### config.mk
export PLATFORM = sky130hd
export DESIGN_NAME = pgm_sched
export DESIGN_NICKNAME = d
export VERILOG_FILES = /design/src/rtl/pgm_sched.sv
export SDC_FILE = /design/constraint.sdc
export NUM_CORES = 1
export LEC_CHECK = 0
export CAP_MARGIN = 20
export CORE_ASPECT_RATIO = 0.75
export CORE_MARGIN = 2
export CORE_UTILIZATION = 52
export DETAILED_ROUTE_END_ITERATION = 12
export PLACE_DENSITY_LB_ADDON = 0.12
export SLEW_MARGIN = 40
export SYNTH_ARGS = -nofsm -noshare
export SYNTH_HDL_FRONTEND = slang
export SYNTH_SLANG_ARGS = --single-unit
### constraint.sdc
create_clock -name clk -period 14.6 [get_ports clk]
set_clock_uncertainty 0.1 [all_clocks]
set_input_delay 3.65 -clock clk [delete_from_list [all_inputs] [get_ports clk]]
set_output_delay 3.65 -clock clk [all_outputs]
set_load 0.1 [all_outputs]
### src/rtl/pgm_sched.sv
// rtl/pgm_sched.sv - replay scheduler streaming a stored template packet out of PGM_RAM
module pgm_sched #(
    parameter int ADDR_W = 7,
    parameter int DATA_W = 134
) (
    input  logic              clk,
    input  logic              rst,
    input  logic              start,
    input  logic [ADDR_W-1:0] last_addr,
    input  logic              stop,
    input  logic              cfg_wr,
    input  logic              cfg_addr,
    input  logic [31:0]       cfg_wdata,
    output logic              ram_rd_en,
    output logic [ADDR_W-1:0] ram_rd_addr,
    input  logic [143:0]      ram_rdata,
    output logic [DATA_W-1:0] out_data,
    output logic              out_data_wr,
    output logic              out_valid,
    output logic              out_valid_wr,
    input  logic              in_alf,
    output logic              busy,
    output logic              done,
    output logic [31:0]       pkt_cnt
);

    localparam logic [1:0] S_IDLE = 2'd0;
    localparam logic [1:0] S_ARM  = 2'd1;
    localparam logic [1:0] S_READ = 2'd2;
    localparam logic [1:0] S_GAP  = 2'd3;

    logic [1:0]        state;
    logic [31:0]       gap_reg;
    logic [31:0]       burst_reg;
    logic [31:0]       gap_sh;
    logic [31:0]       burst_sh;
    logic [ADDR_W-1:0] last_sh;
    logic [ADDR_W-1:0] addr_q;
    logic [31:0]       gap_cnt;
    logic              rd_en_q;
    logic              tail_q;
    logic [31:0]       cnt_eff;
    logic              arm_exit;
    logic              is_tail;
    logic              start_ok;
    logic              unused_rdata;

    // RAM bits above the flit carry nothing for this block
    assign unused_rdata = ^ram_rdata[143:DATA_W];

    assign start_ok = (state == S_IDLE) && start && (last_addr != '0);

    // With gap 0 the previous tail is still in the output register when ARM
    // decides, so the burst check counts that tail before pkt_cnt shows it.
    always_comb begin
        cnt_eff = pkt_cnt;
        if (tail_q && (pkt_cnt != 32'hFFFF_FFFF))
            cnt_eff = pkt_cnt + 32'd1;
    end

    assign arm_exit    = stop || ((burst_sh != '0) && (cnt_eff == burst_sh));
    assign is_tail     = (state == S_READ) && (addr_q == last_sh);
    assign ram_rd_en   = (state == S_READ) || ((state == S_ARM) && !arm_exit && !in_alf);
    assign ram_rd_addr = (state == S_READ) ? addr_q : '0;
    assign busy        = (state != S_IDLE);

    // Read data arrives one cycle after the read, so the output strobes are the delayed read strobes
    assign out_data_wr  = rd_en_q;
    assign out_valid_wr = tail_q;
    assign out_valid    = tail_q;
    assign out_data     = rd_en_q ? ram_rdata[DATA_W-1:0] : '0;

    // Configuration registers, writable in any state
    always_ff @(posedge clk or posedge rst) begin
        if (rst) begin
            gap_reg   <= '0;
            burst_reg <= 32'd1;
        end else if (cfg_wr) begin
            if (cfg_addr) burst_reg <= cfg_wdata;
            else          gap_reg   <= cfg_wdata;
        end
    end

    // Replay FSM with run-time shadows of the configuration
    always_ff @(posedge clk or posedge rst) begin
        if (rst) begin
            state    <= S_IDLE;
            gap_sh   <= '0;
            burst_sh <= '0;
            last_sh  <= '0;
            addr_q   <= '0;
            gap_cnt  <= '0;
            done     <= 1'b0;
        end else begin
            done <= 1'b0;
            case (state)
                S_IDLE: begin
                    if (start_ok) begin
                        state    <= S_ARM;
                        gap_sh   <= gap_reg;
                        burst_sh <= burst_reg;
                        last_sh  <= last_addr;
                    end
                end
                S_ARM: begin
                    if (arm_exit) begin
                        state <= S_IDLE;
                        done  <= 1'b1;
                    end else if (!in_alf) begin
                        state  <= S_READ;
                        addr_q <= {{(ADDR_W-1){1'b0}}, 1'b1};
                    end
                end
                S_READ: begin
                    if (addr_q == last_sh) begin
                        gap_cnt <= '0;
                        state   <= (gap_sh == '0) ? S_ARM : S_GAP;
                    end else begin
                        addr_q <= addr_q + 1'b1;
                    end
                end
                default: begin
                    gap_cnt <= gap_cnt + 32'd1;
                    if (gap_cnt == gap_sh - 32'd1)
                        state <= S_ARM;
                end
            endcase
        end
    end

    // Output stage registers aligned with the RAM read latency
    always_ff @(posedge clk or posedge rst) begin
        if (rst) begin
            rd_en_q <= 1'b0;
            tail_q  <= 1'b0;
        end else begin
            rd_en_q <= ram_rd_en;
            tail_q  <= is_tail;
        end
    end

    // Packet counter: cleared on an accepted start, saturating on each tail flit
    always_ff @(posedge clk or posedge rst) begin
        if (rst)
            pkt_cnt <= '0;
        else if (start_ok)
            pkt_cnt <= '0;
        else if (tail_q && (pkt_cnt != 32'hFFFF_FFFF))
            pkt_cnt <= pkt_cnt + 32'd1;
    end

endmodule
==> qor.yml <==
sta:
  tightestPinTransition_ns: 0.8952
  timing.final.crit_period_ns: 9.446
  clock.fmax_ghz: 0.1059
  rsz0062_at_grt: "no"
  final_min_period_over_clock_period_pct: 64.70
  tns_ns: 0
  setup_violations: 0
  finalHoldViolations: 0
  relSlewSlack_pct: 39.77
  drv_slew: 0
power_and_ir_drop:
  vdd.ir_drop.worst_mv: 0.1387
  pwr_density_cell_nw_per_um2: 186.0
  power.leakage_nw: 6.990
worst_setup_path:
  critPathTopFamily: "simple AND/OR/NAND/NOR gates"
  worstPathCellList: "ha_1, nand4_1, nor4_2, a21oi_1, xnor2_1, xor2_1, o2111ai_1, or4_1, o311ai_4, o21ai_0, buf_2"
  cp_data_required_time_ns: 10.85
  start_kind: "flip-flop"
  crit_path_end_kind: "primary output"
  reg2reg_from: "pkt_cnt[0]"
  worst_path_max_delay_cell: "or4_1"
  crit_type: "reg -> out"
  reg2regPathDepth: 10
  r2r_setup_slack_ns: 9.49
  worst_r2r_endpoint: "out_data_wr"
  max_stage_delay_ns: 0.77
  crit_buf_inv: 1
  crit_path_max_fanout: 8
  crit_arrival_ns: 5.70
clock_network:
  clock-root-buffer: "clkbuf_16"
  tritoncts: "built"
  clockBufferDepth: 3
  cts_inserted_buffers: 22
  clkSinkCount: 211
  clk_latency_ns: 0.51
  cts-hold-fix-buffers: 0
  clk_pin_slew_ns: 0.06
  htree_num_levels: 1
  cts_setup_buffers: 0
  post_cts_resize_count: 0
route:
  ant_nets: 0
  drt_iter0_drc: 1034
  vias: 11618
  top_layer_used: "met5"
  drcViolationCount: 0
  avgRoutedWirePerCell_um: 23.89
  wl_met1_um: 20090
  drt-total-wl_um: 46470
  route.met3.wl_um: 5581
  viasPerCell: 5.973
  dr.pass1.iters: 5
  wl_met2_um: 19210
synth:
  syn_nets: 1496
  yosysTopAreaCell: "dfrtp_1"
  ys_async_sr_fraction_pct: 100.0
  ys_seq_area_share_pct: 41.92
  netlist_area_um2: 12600
  synth_cell_types: 76
  synth_top_cells_by_count: "210 x dfrtp_1, 147 x and2_1, 131 x mux2_2"
  synth-seq-cells: 211
  yosys_warnings: 0
  yosys.area.top_type_share_pct: 41.71
  synth_area_per_cell_um2: 9.714
  synth_ff_type: "dfrtp_1"
  synth_area_leaders: "dfrtp_1 42%, mux2_2 12%, and2_1 7.3%"
  synthMostInstantiatedCell: "dfrtp_1"
  synth_edf_count: 0
  postSynthCellCount: 1297
die:
  start_util_pct: 52.69
  num_io_pins: 369
  dieArea_um2: 25500
  core-area_um2: 23910
  rows: 49
  die_w_um: 183.7
  fp.dieH_um: 138.8
global_route:
  overflow: 0
  grt_max_degree: 79
  gr-usage-all-layers_pct: 35.91
  grt_pass1_wl_um: 68860
  first_global_vias: 10946
  antenna_found_initial: 14
layout:
  nNetsFinal: 1814
  final_util_pct: 68.16
  layout-drive-gt1-share_pct: 24.10
  nFillCells: 1875
  area_growth_pct: 29.34
placed_design:
  dp_hpwl_um: 36540
  gp_congestion: 0.9547
  numPortBuffers: 358
run:
  max_cap_violations: 0
worst_hold_path:
  hold-path-endpoint: "burst_sh[24]"
  hold_depth: 2
  hold_start: "burst_reg[24]"
  min_path_type: "reg -> reg"
run_status:
  status: "completed"
## worst max path at each step
stage / start / depth (start not counted) / slack, ns / to
floorplan: stop / 3 / 4.76 / ram_rd_en
global route: pkt_cnt[0] / 11 / 5.02 / ram_rd_en
CTS: stop / 5 / 5.29 / ram_rd_en
finish: pkt_cnt[0] / 11 / 5.15 / ram_rd_en
detailed placement: stop / 5 / 5.34 / ram_rd_en
global placement: stop / 5 / 4.64 / ram_rd_en
## where the power goes
group	switching [mW]	internal [mW]
clock network	0.236	0.370
logic	1.05	0.450
registers	0.202	0.726
total	1.48	1.55
## placed cells by master, fill, tap and decap left out, types with 7 or more instances in the layout
cell / instances
nor3_1: 32
inv_1: 22
ha_1: 9
clkbuf_16: 23
buf_4: 11
nor2_1: 95
and3_1: 12
a31oi_1: 14
nor4_1: 30
mux2i_1: 7
clkdlybuf4s50_1: 179
xnor2_1: 60
o22ai_1: 8
o211ai_1: 7
xor2_1: 36
or3_1: 23
diode_2: 8
or4_1: 13
nand3_1: 28
nand4_1: 33
nand2_1: 72
dfrtp_1: 209
and2_1: 147
mux2_2: 131
nand2b_1: 11
a21oi_1: 35
and4_1: 7
o21ai_0: 64
buf_2: 179
## layer usage
metal / track usage, % / up-vias
met5: 0 / -
met4: 13.31 / 10
met3: 13.71 / 85
met2: 48.28 / 593
met1: 52.22 / 5643
li1: - / 5287
## cell type report
class | instances | area [um2] | area share, %
Timing Repair Buffer | 372 | 2804 | 17.21
Multi-Input combinational cell | 985 | 6930 | 42.53
Clock buffer | 28 | 614.3 | 3.770
Tap cell | 306 | 382.9 | 2.349
Clock inverter | 12 | 168.9 | 1.036
Antenna cell | 8 | 20.02 | 0.1228
Inverter | 23 | 93.84 | 0.5758
Sequential cell | 211 | 5283 | 32.41
## worst min-delay path: stages, from the launching register on
cell and delay (ns):
dfrtp_1 0.34, nand2_1 0.05, o21ai_0 0.06
## cells by family after synthesis
kind of cell	synth area share, %
AOI/OAI and AO/OA	10.50
buffers and inverters	3.297
DFF	41.92
xor gates and xnor gates	6.673
adders and majority gates	0.8938
and+or+nand+nor	24.46
muxes	12.26
## per-stage QoR
stage | total power [mW] | instance area [um2] | cells | worst slack, ns | hold WS, ns
after floorplan | 2.040 | 12600 | 1297 | 4.760 | 0.3444
after global placement | 2.447 | 16360 | 1897 | 4.636 | 0.3596
after detailed placement | 2.401 | 15480 | 1897 | 5.345 | 0.3667
after CTS | 3.018 | 16270 | 1937 | 5.292 | 0.3831
after global routing | 3.162 | 16290 | 1943 | 5.023 | 0.4188
final | 3.031 | 16300 | 1945 | 5.154 | 0.3813
(Power assumes the default switching activity.)
